## src/rtl/morse_key_decoder.sv

```systemverilog
// Morse key decoder: synchronises and debounces a telegraph key, times presses and gaps,
// collects a dot/dash pattern and emits the matching ASCII character with a send strobe.
module morse_key_decoder #(
  parameter int unsigned TICK_DIV         = 1_000_000,
  parameter int unsigned DEBOUNCE_TICKS   = 2,
  parameter int unsigned DOT_MAX_TICKS    = 20,
  parameter int unsigned LETTER_GAP_TICKS = 60
) (
  input  logic       clk,
  input  logic       reset,
  input  logic       key_in,
  output logic [7:0] letter,
  output logic       send,
  output logic       busy,
  output logic       error
);

  localparam int unsigned PW = (TICK_DIV > 1) ? $clog2(TICK_DIV) : 1;
  localparam logic [PW-1:0] PRESC_LAST = PW'(TICK_DIV - 1);
  localparam logic [7:0]    DB_LAST    = 8'(DEBOUNCE_TICKS - 1);
  localparam logic [7:0]    DOT_MAX    = 8'(DOT_MAX_TICKS);
  localparam logic [7:0]    GAP_END    = 8'(LETTER_GAP_TICKS);

  typedef enum logic [1:0] {IDLE, PRESS, GAP, EMIT} state_t;

  logic          key_s1_reg, key_s2_reg;
  logic [PW-1:0] presc_reg;
  logic          tick;
  logic          key_db_reg, key_db_prev_reg;
  logic [7:0]    db_cnt_reg;
  logic          rise, fall;

  state_t     state_reg, state_next;
  logic [7:0] dur_reg, dur_next;
  logic [7:0] gap_reg, gap_next;
  logic [4:0] pat_reg, pat_next;
  logic [2:0] cnt_reg, cnt_next;
  logic       ovf_reg, ovf_next;
  logic [7:0] letter_reg, letter_next;
  logic       send_reg, send_next;
  logic       error_reg, error_next;
  logic [7:0] lut_char;
  logic       lut_ok;

  assign tick = (presc_reg == PRESC_LAST);
  assign rise = key_db_reg & ~key_db_prev_reg;
  assign fall = ~key_db_reg & key_db_prev_reg;

  // Front end: synchroniser, tick prescaler and tick-based debounce
  always_ff @(posedge clk) begin
    if (reset) begin
      key_s1_reg      <= 1'b0;
      key_s2_reg      <= 1'b0;
      presc_reg       <= '0;
      key_db_reg      <= 1'b0;
      key_db_prev_reg <= 1'b0;
      db_cnt_reg      <= 8'd0;
    end else begin
      key_s1_reg      <= key_in;
      key_s2_reg      <= key_s1_reg;
      presc_reg       <= tick ? '0 : presc_reg + PW'(1);
      key_db_prev_reg <= key_db_reg;
      if (key_s2_reg == key_db_reg) begin
        db_cnt_reg <= 8'd0;
      end else if (tick) begin
        if (db_cnt_reg == DB_LAST) begin
          key_db_reg <= key_s2_reg;
          db_cnt_reg <= 8'd0;
        end else begin
          db_cnt_reg <= db_cnt_reg + 8'd1;
        end
      end
    end
  end

  // Pattern is right-aligned: first symbol keyed sits in bit cnt-1
  always_comb begin
    lut_char = 8'h3F;
    lut_ok   = 1'b1;
    case ({cnt_reg, pat_reg})
      {3'd1, 5'b00000}: lut_char = 8'h45; // E
      {3'd1, 5'b00001}: lut_char = 8'h54; // T
      {3'd2, 5'b00000}: lut_char = 8'h49; // I
      {3'd2, 5'b00001}: lut_char = 8'h41; // A
      {3'd2, 5'b00010}: lut_char = 8'h4E; // N
      {3'd2, 5'b00011}: lut_char = 8'h4D; // M
      {3'd3, 5'b00000}: lut_char = 8'h53; // S
      {3'd3, 5'b00001}: lut_char = 8'h55; // U
      {3'd3, 5'b00010}: lut_char = 8'h52; // R
      {3'd3, 5'b00011}: lut_char = 8'h57; // W
      {3'd3, 5'b00100}: lut_char = 8'h44; // D
      {3'd3, 5'b00101}: lut_char = 8'h4B; // K
      {3'd3, 5'b00110}: lut_char = 8'h47; // G
      {3'd3, 5'b00111}: lut_char = 8'h4F; // O
      {3'd4, 5'b00000}: lut_char = 8'h48; // H
      {3'd4, 5'b00001}: lut_char = 8'h56; // V
      {3'd4, 5'b00010}: lut_char = 8'h46; // F
      {3'd4, 5'b00100}: lut_char = 8'h4C; // L
      {3'd4, 5'b00110}: lut_char = 8'h50; // P
      {3'd4, 5'b00111}: lut_char = 8'h4A; // J
      {3'd4, 5'b01000}: lut_char = 8'h42; // B
      {3'd4, 5'b01001}: lut_char = 8'h58; // X
      {3'd4, 5'b01010}: lut_char = 8'h43; // C
      {3'd4, 5'b01011}: lut_char = 8'h59; // Y
      {3'd4, 5'b01100}: lut_char = 8'h5A; // Z
      {3'd4, 5'b01101}: lut_char = 8'h51; // Q
      {3'd5, 5'b11111}: lut_char = 8'h30;
      {3'd5, 5'b01111}: lut_char = 8'h31;
      {3'd5, 5'b00111}: lut_char = 8'h32;
      {3'd5, 5'b00011}: lut_char = 8'h33;
      {3'd5, 5'b00001}: lut_char = 8'h34;
      {3'd5, 5'b00000}: lut_char = 8'h35;
      {3'd5, 5'b10000}: lut_char = 8'h36;
      {3'd5, 5'b11000}: lut_char = 8'h37;
      {3'd5, 5'b11100}: lut_char = 8'h38;
      {3'd5, 5'b11110}: lut_char = 8'h39;
      default:          lut_ok   = 1'b0;
    endcase
  end

  always_ff @(posedge clk) begin
    if (reset) begin
      state_reg  <= IDLE;
      dur_reg    <= 8'd0;
      gap_reg    <= 8'd0;
      pat_reg    <= 5'd0;
      cnt_reg    <= 3'd0;
      ovf_reg    <= 1'b0;
      letter_reg <= 8'h00;
      send_reg   <= 1'b0;
      error_reg  <= 1'b0;
    end else begin
      state_reg  <= state_next;
      dur_reg    <= dur_next;
      gap_reg    <= gap_next;
      pat_reg    <= pat_next;
      cnt_reg    <= cnt_next;
      ovf_reg    <= ovf_next;
      letter_reg <= letter_next;
      send_reg   <= send_next;
      error_reg  <= error_next;
    end
  end

  // Outputs are loaded on entry to EMIT so send/error/letter line up with that cycle
  always_comb begin
    state_next  = state_reg;
    dur_next    = dur_reg;
    gap_next    = gap_reg;
    pat_next    = pat_reg;
    cnt_next    = cnt_reg;
    ovf_next    = ovf_reg;
    letter_next = letter_reg;
    send_next   = 1'b0;
    error_next  = 1'b0;
    case (state_reg)
      IDLE: begin
        if (rise) begin
          state_next = PRESS;
          dur_next   = 8'd0;
        end
      end
      PRESS: begin
        if (fall) begin
          if (cnt_reg < 3'd5) begin
            pat_next = {pat_reg[3:0], (dur_reg >= DOT_MAX)};
            cnt_next = cnt_reg + 3'd1;
          end else begin
            ovf_next = 1'b1;
          end
          state_next = GAP;
          gap_next   = 8'd0;
        end else if (tick && dur_reg != 8'hFF) begin
          dur_next = dur_reg + 8'd1;
        end
      end
      GAP: begin
        if (rise) begin
          state_next = PRESS;
          dur_next   = 8'd0;
        end else if (gap_reg >= GAP_END) begin
          state_next  = EMIT;
          send_next   = 1'b1;
          error_next  = ovf_reg | ~lut_ok;
          letter_next = (ovf_reg | ~lut_ok) ? 8'h3F : lut_char;
        end else if (tick && gap_reg != 8'hFF) begin
          gap_next = gap_reg + 8'd1;
        end
      end
      EMIT: begin
        state_next = IDLE;
        pat_next   = 5'd0;
        cnt_next   = 3'd0;
        ovf_next   = 1'b0;
      end
      default: state_next = IDLE;
    endcase
  end

  assign letter = letter_reg;
  assign send   = send_reg;
  assign error  = error_reg;
  assign busy   = (state_reg != IDLE);

endmodule
```

## config.mk

```make
export PLATFORM = sky130hd
export DESIGN_NAME = morse_key_decoder
export DESIGN_NICKNAME = d
export VERILOG_FILES = /design/src/rtl/morse_key_decoder.sv
export SDC_FILE = /design/constraint.sdc
export NUM_CORES = 1
export LEC_CHECK = 0
export ABC_AREA = 1
export BUFFER_PORTS_ARGS = -buffer_cell sky130_fd_sc_hd__buf_2
export CELL_PAD_IN_SITES_DETAIL_PLACEMENT = 0
export CELL_PAD_IN_SITES_GLOBAL_PLACEMENT = 2
export CORE_AREA = 5 5 118 120
export DETAILED_ROUTE_END_ITERATION = 7
export DIE_AREA = 0 0 123 125
export PLACE_DENSITY_LB_ADDON = 0.1
export SYNTH_ARGS = -nofsm -noshare
export SYNTH_HDL_FRONTEND = slang
export SYNTH_SLANG_ARGS = --single-unit
```

## constraint.sdc

```tcl
create_clock -name clk -period 1.6 [get_ports clk]
set_input_delay 0.08 -clock clk [delete_from_list [all_inputs] [get_ports clk]]
set_output_delay 0.08 -clock clk [all_outputs]
set_load 0.1 [all_outputs]
```

==> Implementation_results.wiki, run 1 <==
{| class="wikitable"
! Metric !! Value
|-
| Outcome || finished, violations left
|-
| Violated checks || negative setup slack
|-
| Horizontal die dimension || between 100 and 150 um
|-
| CP Capture Type || register
|-
| Flip-flop count of the largest register after layout || 20
|-
| Worst Skew || between 0.006 and 0.007 ns
|-
| Sw Ratio || 0.238
|-
| Syn Area/Cell || about 6.5 um^2
|-
| Final Setup Violations || 12
|-
| Worst stage delay on the critical path || ~0.33 ns
|-
| Count of different cell masters after synthesis || 38
|-
| Pin count of the biggest net entering global routing || 33
|-
| Num CTS Buffers || 9
|-
| Met1 global-route usage || 0.206
|-
| Sequential element share of the synthesized area || 0.353
|-
| Clock slew seen by the registers of the worst setup and hold paths || 0.06 ns
|-
| Initial antenna violation count || 0
|-
| Final worst path period need || roughly 1.7 ns
|-
| Internal power || 2.80 mW
|-
| Met2 Use GR || 0.261
|-
| F_max || about 600 MHz
|-
| Synth-to-layout area growth || 60.7%
|-
| CTS H-tree depth || 3
|-
| Final Max Slew Viols || 0
|-
| Worst-case vdd ir drop || roughly 0.45 mV
|-
| Mapped Cells || slightly below 600
|-
| Layout cell share with drive strength beyond 1 || 0.422
|-
| HPWL after detailed placement || between 8000 and 9000 um
|-
| CTS tree || done
|-
| Std-Cell Rows || 42
|-
| Antenna Diode Count || 0
|-
| Count of state elements after synthesis || 68
|-
| Pre-CTS setup slack || -0.245 ns
|-
| Clk pwr share || 0.504
|-
| Period utilisation layout || 1.03
|-
| Switching power of the nets || 873 uW
|-
| Maxcap violations || 0
|-
| GR Util All Layers || 0.161
|-
| Sink count of the clock tree || 68
|-
| Via density || around 4.6
|-
| Leakage power summed over all cells || around 2.6 nW
|-
| Wire length of the first global-routing pass || about 20000 um
|-
| Clock Tree Root || sky130_fd_sc_hd__clkbuf_16
|-
| Gp weighted congestion || approximately 0.85
|-
| Core Footprint || between 10000 and 15000 um^2
|-
| Arrival @ worst endpoint || 1.89 ns
|-
| Filler Cell Count || 1276
|-
| Relative contribution of combinational cells to total power || 0.032
|-
| Critical path required time || around 1.8 ns
|-
| Core utilization of the finished layout || 0.482
|-
| Max FO, Critical Path || 6
|-
| Number of buffers inserted by port buffering || 12
|-
| GR met3 Demand/Resource || 0.0339
|-
| Synth Warn # || 0
|-
| Final Hold Viols || 0
|-
| Worst-skew pair later-pin latency || around 0.34 ns
|-
| Ordered cell list for the critical path || inv_1 -> nor2_1 -> nand3_2 -> nor3_4 -> buf_12 -> nand3_4 -> nand2_4 -> nand2_2 -> nor2_1 -> nor2_1
|-
| Total placed cells including tap cells || between 800 and 900
|-
| Synth Net Count || roughly 600
|-
| Kind of start point of the critical path || register
|-
| IO Pins || 14
|-
| 1st-pass router iterations || 4
|-
| Die extent in y || approximately 130 um
|-
| Effective utilization at floorplan || 0.300
|-
| Routed WL || around 12000 um
|-
| Worst min-delay path category || in2reg
|-
| Clock buffer depth || 2
|-
| RSZ-0062 raised after global routing || true
|-
| Power per cell area || between 500 and 600 nW/um^2
|-
| Type of the setup path with the least slack || reg2reg
|-
| Final nets || roughly 760
|-
| Crit path max-delay cell type || sky130_fd_sc_hd__dfxtp_1
|-
| Detail Route Antenna Nets || 0
|-
| Most congested layer reported by global routing || met2
|-
| Layout Cells excl Fill || slightly above 900
|-
| Number of DRC markers in iteration 0 || ~230
|-
| Number of global-route vias before repair || ~4100
|-
| Remaining Overflow, GRT || 0
|-
| Register share of total power || 0.464
|-
| DR DRC count || 0
|-
| Most frequent cell on the critical path || sky130_fd_sc_hd__nor2_1
|-
| DIE AREA || 15400 um^2
|-
| Setup slack after layout || -0.0535 ns
|-
| Combined area of all synthesized cells || a little under 4000 um^2
|-
| Wire length per cell || 13.0 um
|-
| Total number of vias || 4275
|}
per-stage QoR:
stage | total power, mW | hold slack, ns | instance area (um^2) | setup TNS (ns)
floorplan | 1.80 | 0.187 | 3880 | 0
global placement | 1.83 | 0.323 | 5030 | -4.73
detailed placement | 1.83 | 0.317 | 5030 | -5.43
CTS | 3.73 | 0.233 | 5690 | -2.61
global route | 3.84 | 0.294 | 6200 | -3.26
finish | 3.67 | 0.266 | 6200 | -0.289
per-layer routing:
layer | routed length [um] | vias up | part of all wire
met4 | 230 | 0 | 0.019
met2 | 5900 | 38 | 0.49
met1 | 5680 | 1977 | 0.47
met5 | 0 | - | 0
li1 | - | 2244 | -
met3 | 273 | 16 | 0.023
power groups by stage:
| stage | Combinational [mW] | Sequential (mW) | Clock, mW |
|---|---|---|---|
| 5_1_grt | 0.128 | 1.70 | 2.01 |
| 3_3_place_gp | 0.0839 | 1.75 | 0 |
| 6_report | 0.118 | 1.70 | 1.85 |
| 4_1_cts | 0.109 | 1.70 | 1.92 |
| 2_1_floorplan | 0.0566 | 1.75 | 0 |
| 3_5_place_dp | 0.0868 | 1.75 | 0 |
final cells by class:
cell class,count,area [um^2],area share
flip-flops and latches,68,1390,0.225
well taps,176,220,0.0355
clock buffers,9,225,0.0363
multi-input cells,438,2770,0.447
inverters,79,329,0.0531
clock inverters,7,53.8,0.00868
repair buffers,150,1210,0.195
Yosys cell counts (all sizes together):
| cell | count | area [um^2] |
|---|---|---|
| nor2 | 119 | 468 |
| nor4 | 5 | 31.3 |
| o21ai | 28 | 140 |
| nand4 | 23 | 150 |
| ha | 8 | 100 |
| dfxtp | 68 | 1360 |
| nor3 | 21 | 116 |
| clkbuf | 4 | 15.0 |
| nand2 | 126 | 495 |
| a22oi | 4 | 30.0 |
| nor3b | 4 | 30.0 |
| a21boi | 2 | 15.0 |
| and3 | 1 | 6.26 |
| inv | 79 | 297 |
| a31oi | 1 | 6.26 |
| a21oi | 39 | 210 |
| xnor2 | 2 | 17.5 |
| or2 | 4 | 25.0 |
| xor2 | 8 | 70.1 |
| buf | 3 | 20.0 |
| conb | 1 | 3.75 |
| a211oi | 4 | 30.0 |
| o21a | 3 | 22.5 |
| nand3 | 33 | 190 |
| o211ai | 1 | 7.51 |
critical path: cells and delay by family (launching register included):
| family | cells | cell delay (ns) |
|---|---|---|
| and+or+nand+nor | 8 | 0.99 |
| DFF | 1 | 0.33 |
| buffers and inverters | 2 | 0.21 |
final timing paths:
| kind | startpoint | end | slack, ns | cells after the start |
|---|---|---|---|---|
| worst max-delay path | presc_reg[14]$_SDFF_PP0_ | dur_reg[6]$_SDFFE_PP0P_ | -0.05 | 10 |
| worst min-delay path | reset | cnt_reg[0]$_SDFFE_PP0P_ | 0.27 | 4 |
| worst max register to register | presc_reg[14]$_SDFF_PP0_ | dur_reg[6]$_SDFFE_PP0P_ | -0.05 | 10 |
| worst min register to register | key_s1_reg$_SDFF_PP0_ | key_s2_reg$_SDFF_PP0_ | 0.41 | 2 |
cells by family after synthesis:
group / Yosys count / share of synthesized area
and+or+nand+nor: 336 / 0.392
buffers and inverters: 86 / 0.0859
AOI/OAI and AO/OA: 82 / 0.120
DFF: 68 / 0.353
xor gates and xnor gates: 10 / 0.0227
adders and majority gates: 8 / 0.0259
other: 1 / 0.000972
repair_timing:
action,4_1_cts,5_1_grt
hold buffers,1,0
endpoints found under the hold margin,1,0
setup endpoints to repair,52,61
gates resized for setup,88,130
pin swaps,20,38
buffers inserted,12,8
cloned,2,0
cells in the final DEF, fill, tap and decap left out, drive strengths merged:
cell         instances
buf                149
ha                   8
clkbuf               9
xnor2                2
a21oi               39
nand4               23
a31oi                1
clkinv               4
o211ai               1
a211oi               4
o21ai               28
dlygate4sd3          1
nor4                 5
clkinvlp             3
nor2               119
conb                 1
nand3               33
or2                  4
a22oi                4
xor2                 8
inv                 79
o21a                 3
a21boi               2
and3                 1
nor3                21
nor3b                4
nand2              127
dfxtp               68
No activity file was read; power rests on OpenSTA's default activity.
==> run 2, diff against run 1 <==
Settings changed: ABC_AREA 1 to 0, CORE_AREA 5 5 118 120 to 5 5 110 112, DIE_AREA 0 0 123 125 to 0 0 115 117.
==> run 2 against run 1 <==
Against the previous run:
- the flow still finishes with violations (negative setup slack)
- register-to-register slack lost 0.32 ns
- design area shrank 12%
- first-iteration DRC count increased by 4.8%
- power fell by 2.2%
- synthesized cell count fell by 24%
- die area decreased by 12%
- critical endpoint is now letter[5]$_SDFFE_PP0P_
- highest routed layer unchanged
==> Implementation_results.wiki, run 2 <==
{| class="wikitable"
! Metric !! Value
|-
| Leakage power summed over all cells || 2.23 nW (was 2.55 nW)
|-
| Syn Area/Cell || 8.15 um^2 (was 6.53 um^2)
|-
| Transition time at the pin with the least slew margin || between 0.6 and 0.7 ns
|-
| Final Max Slew Viols || 0 (unchanged)
|-
| Gp weighted congestion || 0.849 (was 0.846)
|-
| Antenna Diode Count || 0 (unchanged)
|-
| Final worst path period need || 1.98 ns (was 1.65 ns)
|-
| HPWL after detailed placement || 7900 um (was 8860 um)
|-
| Number of DRC markers in iteration 0 || 238 (was 227)
|-
| Dominant cell by count in the synthesized netlist || sky130_fd_sc_hd__nor2_1 (was sky130_fd_sc_hd__nand2_1)
|-
| IO Pins || 14 (unchanged)
|-
| Worst Skew || 0.00467 ns (was 0.00660 ns)
|-
| Final Setup Violations || 33 (was 12)
|-
| CP Capture Type || register (unchanged)
|-
| Commonest cells after routing, fill and taps aside || sky130_fd_sc_hd__buf_4 (116), sky130_fd_sc_hd__nor2_1 (63), sky130_fd_sc_hd__dfxtp_1 (51), sky130_fd_sc_hd__nand2_1 (28), sky130_fd_sc_hd__xor2_1 (19) (was sky130_fd_sc_hd__buf_4 (121), sky130_fd_sc_hd__nand2_1 (88), sky130_fd_sc_hd__nor2_1 (78), sky130_fd_sc_hd__inv_1 (65), sky130_fd_sc_hd__dfxtp_1 (55))
|-
| Horizontal die dimension || 115 um (was 123 um)
|-
| Routed wl met3 || 312 um (was 273 um)
|-
| Period utilisation layout || 1.23 (was 1.03)
|-
| Max FO, Critical Path || 5 (was 6)
|-
| Routed WL || 10900 um (was 12100 um)
|-
| Number of buffers inserted by port buffering || 12 (unchanged)
|-
| Power per cell area || 661 nW/um^2 (was 592 nW/um^2)
|-
| Kind of start point of the critical path || register (unchanged)
|-
| Number of global-route vias before repair || 3459 (was 4115)
|-
| Number of enable flip-flop cells after synthesis || 0 (unchanged)
|-
| DP Area || 4740 um^2 (was 5030 um^2)
|-
| Top Metal Used || met4 (unchanged)
|-
| Sequential element share of the synthesized area || 0.371 (was 0.353)
|-
| Count of state elements after synthesis || 68 (unchanged)
|-
| Synth top area share || 0.371 (was 0.353)
|-
| Critical path required time || 1.83 ns (was 1.84 ns)
|-
| Relative contribution of combinational cells to total power || 0.023 (was 0.032)
|-
| Arrival @ worst endpoint || 2.21 ns (was 1.89 ns)
|-
| Via density || 5.04 (was 4.61)
|-
| Num CTS Buffers || 9 (unchanged)
|-
| Clock Tree Root || sky130_fd_sc_hd__clkbuf_16 (unchanged)
|-
| Sink count of the clock tree || 68 (unchanged)
|-
| Total number of vias || 3630 (was 4275)
|-
| Detail Route Antenna Nets || 0 (unchanged)
|-
| Sw Ratio || 0.222 (was 0.238)
|-
| Layout cell share with drive strength beyond 1 || 0.397 (was 0.422)
|-
| Design area || 5430 um^2 (was 6200 um^2)
|-
| List of most frequent post-synthesis cells || sky130_fd_sc_hd__nor2_1 (70), sky130_fd_sc_hd__dfxtp_1 (68), sky130_fd_sc_hd__nand2_1 (33) (was sky130_fd_sc_hd__nand2_1 (121), sky130_fd_sc_hd__nor2_1 (116), sky130_fd_sc_hd__inv_1 (77))
|-
| Wire length per cell || 15.1 um (was 13.0 um)
|-
| Met2 WL post-DR || 5040 um (was 5900 um)
|-
| Ordered cell list for the critical path || or4b_4 -> or3_4 -> nand2_2 -> nor4_4 -> a311o_1 -> o211a_1 (was inv_1 -> nor2_1 -> nand3_2 -> nor3_4 -> buf_12 -> nand3_4 -> nand2_4 -> nand2_2 -> nor2_1 -> nor2_1)
|-
| Final nets || 585 (was 757)
|-
| Mapped Cells || 450 (was 591)
|-
| DIE AREA || 13500 um^2 (was 15400 um^2)
|-
| Count of different cell masters after synthesis || 60 (was 38)
|-
| F_max || 506 MHz (was 605 MHz)
|-
| Wire length of the first global-routing pass || 17500 um (was 19800 um)
|-
| Clock slew seen by the registers of the worst setup and hold paths || 0.06 ns (about the same)
|-
| Outcome || finished, violations left (unchanged)
|-
| Post-synth ARST share || 0 (unchanged)
|-
| Setup slack after layout || -0.376 ns (was -0.0535 ns)
|-
| Type of the setup path with the least slack || reg2reg (unchanged)
|-
| Core Footprint || 11100 um^2 (was 12900 um^2)
|-
| Relative slew slack || 0.556
|-
| Effective utilization at floorplan || 0.330 (was 0.300)
|-
| 1st-pass router iterations || 4 (unchanged)
|-
| Wire length on met1 || 5350 um (was 5680 um)
|-
| Cell types occupying the most area after synthesis || sky130_fd_sc_hd__dfxtp_1 (37%), sky130_fd_sc_hd__nor2_1 (7.2%), sky130_fd_sc_hd__xor2_1 (4.5%), sky130_fd_sc_hd__xnor2_1 (4.1%), sky130_fd_sc_hd__nand2_1 (3.4%) (was sky130_fd_sc_hd__dfxtp_1 (35%), sky130_fd_sc_hd__nand2_1 (12%), sky130_fd_sc_hd__nor2_1 (11%), sky130_fd_sc_hd__inv_1 (7.5%), sky130_fd_sc_hd__a21oi_1 (4.8%))
|-
| Internal power || 2.79 mW (was 2.80 mW)
|-
| Worst stage delay on the critical path || 0.56 ns (was 0.33 ns)
|-
| Core utilization of the finished layout || 0.488 (was 0.482)
|-
| Combined area of all synthesized cells || 3670 um^2 (was 3860 um^2)
|-
| Synth-to-layout area growth || 48.1% (was 60.7%)
|-
| Most area-hungry cell type in the Yosys netlist || sky130_fd_sc_hd__dfxtp_1 (unchanged)
|-
| Worst min-delay path category || in2reg (unchanged)
|-
| Switching power of the nets || 795 uW (was 873 uW)
|-
| Final Total Pwr || 3.59 mW (was 3.67 mW)
|-
| Top FF cell, synth || sky130_fd_sc_hd__dfxtp_1 (unchanged)
|-
| Crit path max-delay cell type || sky130_fd_sc_hd__or4b_4 (was sky130_fd_sc_hd__dfxtp_1)
|-
| Maxcap violations || 0 (unchanged)
|-
| Crit path buffers/inverters || 0 (was 2)
|-
| CTS H-tree depth || 3 (unchanged)
|-
| Clk pwr share || 0.504 (about the same)
|-
| Violated checks || negative setup slack (unchanged)
|-
| Worst-skew pair later-pin latency || 0.34 ns (about the same)
|-
| Pre-CTS setup slack || -0.407 ns (was -0.245 ns)
|-
| Clock buffer depth || 2 (unchanged)
|-
| Flip-flop count of the largest register after layout || 20 (unchanged)
|-
| Remaining Overflow, GRT || 0 (unchanged)
|-
| Synth Warn # || 0 (unchanged)
|-
| DR DRC count || 0 (unchanged)
|-
| Worst-case vdd ir drop || 0.489 mV (was 0.454 mV)
|-
| Pin count of the biggest net entering global routing || 28 (was 33)
|-
| RSZ-0062 raised after global routing || true (unchanged)
|-
| Final Hold Viols || 0 (unchanged)
|-
| Register share of total power || 0.474 (was 0.464)
|-
| GR Util All Layers || 0.167 (was 0.161)
|-
| Dominant delay contributor by cell family on the critical path || simple AND/OR/NAND/NOR gates (unchanged)
|-
| Std-Cell Rows || 39 (was 42)
|-
| Most frequent standard cell in the layout excluding fill and tap cells || sky130_fd_sc_hd__buf_4 (unchanged)
|-
| Initial antenna violation count || 0 (unchanged)
|-
| CTS tree || done (unchanged)
|-
| Synth Net Count || 461 (was 602)
|-
| Die extent in y || 117 um (was 125 um)
|}
run 2: changes by cell type after synthesis, sizes merged, moves of 10 or more:
cell    change
nand2      -93
inv        -67
nor2       -49
a21oi      -23
xnor2      +15
nand3      -14
nor2b      +13
and3       +11
xor2       +11
clkbuf     +10
run 2: kinds of logic (layout without fill, tap and decap cells):
family                   after synthesis  in the layout  synth area share
buffers and inverters                 36            163            0.0416
adder cells (fa/ha/maj)                8              8            0.0273
flip-flops                            68             68             0.371
AND/OR/NAND/NOR                      222            222             0.323
other                                  1              1           0.00102
XOR/XNOR                              36             36            0.0860
multiplexers                           2              2           0.00546
AO/OA/AOI/OAI                         77             77             0.144
run 2: path summary, 6_finish.rpt:
kind | endpoint | slack, ns | cells after the start | startpoint
max | letter[5]$_SDFFE_PP0P_ | -0.38 | 6 | pat_reg[4]$_SDFFE_PP0P_
min | dur_reg[1]$_SDFFE_PP0P_ | 0.23 | 3 | reset
max reg2reg | letter[5]$_SDFFE_PP0P_ | -0.38 | 6 | pat_reg[4]$_SDFFE_PP0P_
min reg2reg | key_s2_reg$_SDFF_PP0_ | 0.44 | 1 | key_s1_reg$_SDFF_PP0_
run 2: routing by layer:
layer	GRT usage	vias up
li1	-	1847
met1	0.227	1730
met2	0.258	42
met3	0.0334	11
met4	0.0728	0
met5	0	-
run 2: area by class of cell:
| cell class | instances | area (um^2) |
|---|---|---|
| repair buffers | 137 | 1040 |
| inverters | 12 | 45.0 |
| clock buffers | 12 | 246 |
| flip-flops and latches | 68 | 1390 |
| clock inverters | 2 | 12.5 |
| fillers | 1081 | 5700 |
| multi-input cells | 346 | 2510 |
| well taps | 143 | 179 |
run 2: worst reg2reg max path, cell delays in order (launching register included):
cell                      delay, ns
sky130_fd_sc_hd__dfxtp_4       0.36
sky130_fd_sc_hd__or4b_4        0.56
sky130_fd_sc_hd__or3_4         0.38
sky130_fd_sc_hd__nand2_2       0.09
sky130_fd_sc_hd__nor4_4        0.05
sky130_fd_sc_hd__a311o_1       0.31
sky130_fd_sc_hd__o211a_1       0.13
run 2: timing repair:
item,4_1_cts,5_1_grt
hold endpoints to repair,1,0
endpoints found under the setup margin,34,60
buffers inserted,6,6
gates resized for setup,29,47
pin swaps,26,41
hold buffers,1,0
run 2: per-stage QoR:
| stage | setup TNS, ns | hold WS [ns] | instances |
|---|---|---|---|
| final | -5.20 | 0.230 | 720 |
| after global routing | -8.95 | 0.260 | 720 |
| after CTS | -3.93 | 0.211 | 714 |
| after detailed placement | -5.37 | 0.321 | 693 |
| after global placement | -4.95 | 0.314 | 693 |
| after floorplan | -2.26 | 0.208 | 450 |
run 2: power groups by stage:
stage               registers [mW]  logic [mW]  clock network [mW]
global route                  1.70      0.0888                1.94
global placement              1.74      0.0769                   0
finish                        1.70      0.0816                1.81
CTS                           1.70      0.0812                1.86
detailed placement            1.74      0.0781                   0
floorplan                     1.74      0.0469                   0
==> run 3, diff against run 2 <==
==> constraint.sdc (replaced) <==
create_clock -name clk -period 1.6 [get_ports clk]
set_input_delay 0.08 -clock clk [delete_from_list [all_inputs] [get_ports clk]]
set_output_delay 0.08 -clock clk [all_outputs]
set_load 0.02 [all_outputs]
==> run 3 against run 2 <==
Against the previous run:
- the flow still finishes with violations (negative setup slack)
- power grew 4.0%
- register-to-register slack improved by 0.04 ns
- critical endpoint is now letter[3]$_SDFFE_PP0P_
- highest routed layer unchanged
- sequential share of layout area fell by 0.49 points
- setup slack better by 0.037 ns
- largest cell class unchanged
- sequential cell count stayed put
- sequential power about the same
- critical path type unchanged
==> Implementation_results.wiki, run 3 (synthesis gave the netlist of run 2 again) <==
{| class="wikitable"
! Metric !! Value
|-
| GR Util All Layers || 0.168 (was 0.167)
|-
| Remaining Overflow, GRT || 0 (unchanged)
|-
| Final nets || 592 (was 585)
|-
| HPWL after detailed placement || 8010 um (was 7900 um)
|-
| Worst Skew || 0.00659 ns (was 0.00467 ns)
|-
| Clock Tree Root || sky130_fd_sc_hd__clkbuf_16 (unchanged)
|-
| Number of buffers inserted by port buffering || 12 (unchanged)
|-
| Final worst path period need || 1.94 ns (was 1.98 ns)
|-
| Worst-case vdd ir drop || 0.485 mV (was 0.489 mV)
|-
| Sink count of the clock tree || 68 (unchanged)
|-
| Layout cell share with drive strength beyond 1 || 0.403 (was 0.397)
|-
| Final Max Slew Viols || 0 (unchanged)
|-
| CTS H-tree depth || 3 (unchanged)
|-
| Commonest cells after routing, fill and taps aside || sky130_fd_sc_hd__buf_4 (119), sky130_fd_sc_hd__nor2_1 (66), sky130_fd_sc_hd__dfxtp_1 (52), sky130_fd_sc_hd__nand2_1 (27), sky130_fd_sc_hd__xor2_1 (19) (was sky130_fd_sc_hd__buf_4 (116), sky130_fd_sc_hd__nor2_1 (63), sky130_fd_sc_hd__dfxtp_1 (51), sky130_fd_sc_hd__nand2_1 (28), sky130_fd_sc_hd__xor2_1 (19))
|-
| Gp weighted congestion || 0.922 (was 0.849)
|-
| CP Capture Type || register (unchanged)
|-
| Std-Cell Rows || 39 (unchanged)
|-
| Leakage power summed over all cells || 2.27 nW (was 2.23 nW)
|-
| Flip-flop count of the largest register after layout || 20 (unchanged)
|-
| Maxcap violations || 0 (unchanged)
|-
| Design area || 5520 um^2 (was 5430 um^2)
|-
| Via density || 5.11 (was 5.04)
|-
| Final Hold Viols || 0 (unchanged)
|-
| Setup slack after layout || -0.338 ns (was -0.376 ns)
|-
| Number of DRC markers in iteration 0 || 232 (was 238)
|-
| RSZ-0062 raised after global routing || true (unchanged)
|-
| Wire length of the first global-routing pass || 17800 um (was 17500 um)
|-
| Pre-CTS setup slack || -0.419 ns (was -0.407 ns)
|-
| Max FO, Critical Path || 5 (unchanged)
|-
| Crit path max-delay cell type || sky130_fd_sc_hd__or4b_4 (unchanged)
|-
| Core Footprint || 11100 um^2 (unchanged)
|-
| Dominant delay contributor by cell family on the critical path || simple AND/OR/NAND/NOR gates (unchanged)
|-
| 1st-pass router iterations || 4 (unchanged)
|-
| Worst min-delay path category || in2reg (unchanged)
|-
| Initial antenna violation count || 0 (unchanged)
|-
| Number of global-route vias before repair || 3612 (was 3459)
|-
| Clock buffer depth || 2 (unchanged)
|-
| Worst-skew pair later-pin latency || 0.33 ns (was 0.34 ns)
|-
| Effective utilization at floorplan || 0.330 (unchanged)
|-
| Filler Cell Count || 1109 (was 1081)
|-
| Synth-to-layout area growth || 50.5% (was 48.1%)
|-
| Outcome || finished, violations left (unchanged)
|-
| TNS Setup || -3.73 ns (was -5.20 ns)
|-
| Ordered cell list for the critical path || or4b_4 -> buf_4 -> a2111o_1 -> nand3_2 -> nor4_4 -> o221a_2 (was or4b_4 -> or3_4 -> nand2_2 -> nor4_4 -> a311o_1 -> o211a_1)
|-
| Total number of vias || 3728 (was 3630)
|-
| Wire length per cell || 14.9 um (was 15.1 um)
|-
| Type of the setup path with the least slack || reg2reg (unchanged)
|-
| CTS tree || done (unchanged)
|-
| Crit path buffers/inverters || 1 (was 0)
|-
| Horizontal die dimension || 115 um (unchanged)
|-
| Period utilisation layout || 1.21 (was 1.23)
|-
| Routed WL || 10900 um (about the same)
|-
| Worst stage delay on the critical path || 0.50 ns (was 0.56 ns)
|-
| Die extent in y || 117 um (unchanged)
|-
| Critical path required time || 1.83 ns (about the same)
|-
| DIE AREA || 13500 um^2 (unchanged)
|-
| F_max || 516 MHz (was 506 MHz)
|-
| Most frequent standard cell in the layout excluding fill and tap cells || sky130_fd_sc_hd__buf_4 (unchanged)
|-
| Arrival @ worst endpoint || 2.16 ns (was 2.21 ns)
|-
| Num CTS Buffers || 9 (unchanged)
|-
| Violated checks || negative setup slack (unchanged)
|-
| Setup slack of the most critical reg-to-reg path || -0.34 ns (was -0.38 ns)
|-
| Clock slew seen by the registers of the worst setup and hold paths || 0.06 ns (about the same)
|-
| Antenna Diode Count || 0 (unchanged)
|-
| Pin count of the biggest net entering global routing || 21 (was 28)
|-
| Kind of start point of the critical path || register (unchanged)
|-
| Final Setup Violations || 26 (was 33)
|-
| DP Area || 4810 um^2 (was 4740 um^2)
|-
| IO Pins || 14 (unchanged)
|-
| Power per cell area || 676 nW/um^2 (was 661 nW/um^2)
|-
| Detail Route Antenna Nets || 0 (unchanged)
|-
| DR DRC count || 0 (unchanged)
|}
==> run 3: cell count changes in the layout (fill, tap and decap cells not counted), sizes merged <==
cell    delta
clkinv     +2
clkbuf     -1
bufinv     +1
buf        +7
==> run 3: worst paths after layout <==
check / startpoint / endpoint / cells past startpoint
min reg2reg: key_s1_reg$_SDFF_PP0_ / key_s2_reg$_SDFF_PP0_ / 1
max: cnt_reg[2]$_SDFFE_PP0P_ / letter[3]$_SDFFE_PP0P_ / 6
max reg2reg: cnt_reg[2]$_SDFFE_PP0P_ / letter[3]$_SDFFE_PP0P_ / 6
min: reset / letter[6]$_SDFFE_PP0P_ / 2
==> run 3: per-layer routing <==
layer,up-vias,part of all wire,track usage
met2,58,0.46,0.268
met1,1782,0.49,0.224
met4,0,0.023,0.0767
met3,19,0.024,0.0283
met5,-,0,0
li1,1869,-,-
==> run 3: through the flow <==
step	hold WS, ns	instances	total power [mW]	util
2_1_floorplan	0.208	450	1.78	-
3_3_place_gp	0.320	701	1.82	0.432
3_5_place_dp	0.327	701	1.82	0.432
4_1_cts	0.0638	725	3.81	0.478
5_1_grt	0.0873	729	3.87	0.496
6_report	0.0808	729	3.73	0.496
==> run 3: area by class of cell <==
class	count	area (um^2)	area share
inverter	12	45.0	0.00816
sequential	68	1390	0.252
timing repair buffer	144	1120	0.202
multi-input combinational	346	2510	0.454
tap	143	179	0.0324
clock inverter	5	52.6	0.00952
clock buffer	11	233	0.0422
==> run 3: report_power, final <==
part / leakage [nW] / total [mW] / switching (mW) / internal [mW]
clock: 0.139 / 1.95 / 0.755 / 1.20
combinational: 1.57 / 0.0782 / 0.0480 / 0.0302
sequential: 0.558 / 1.70 / 0.00436 / 1.70
total: 2.27 / 3.73 / 0.808 / 2.93
==> run 3: worst reg2reg max path, cell delays in order (launching register included) <==
cell,delay (ns)
sky130_fd_sc_hd__dfxtp_2,0.39
sky130_fd_sc_hd__or4b_4,0.50
sky130_fd_sc_hd__buf_4,0.16
sky130_fd_sc_hd__a2111o_1,0.37
sky130_fd_sc_hd__nand3_2,0.11
sky130_fd_sc_hd__nor4_4,0.07
sky130_fd_sc_hd__o221a_2,0.24
==> run 3: timing repair <==
item	CTS	global route
endpoints found under the setup margin	53	61
buffers inserted	7	4
pin swaps	23	29
hold buffers	1	0
hold endpoints to repair	1	0
resized for setup	35	43
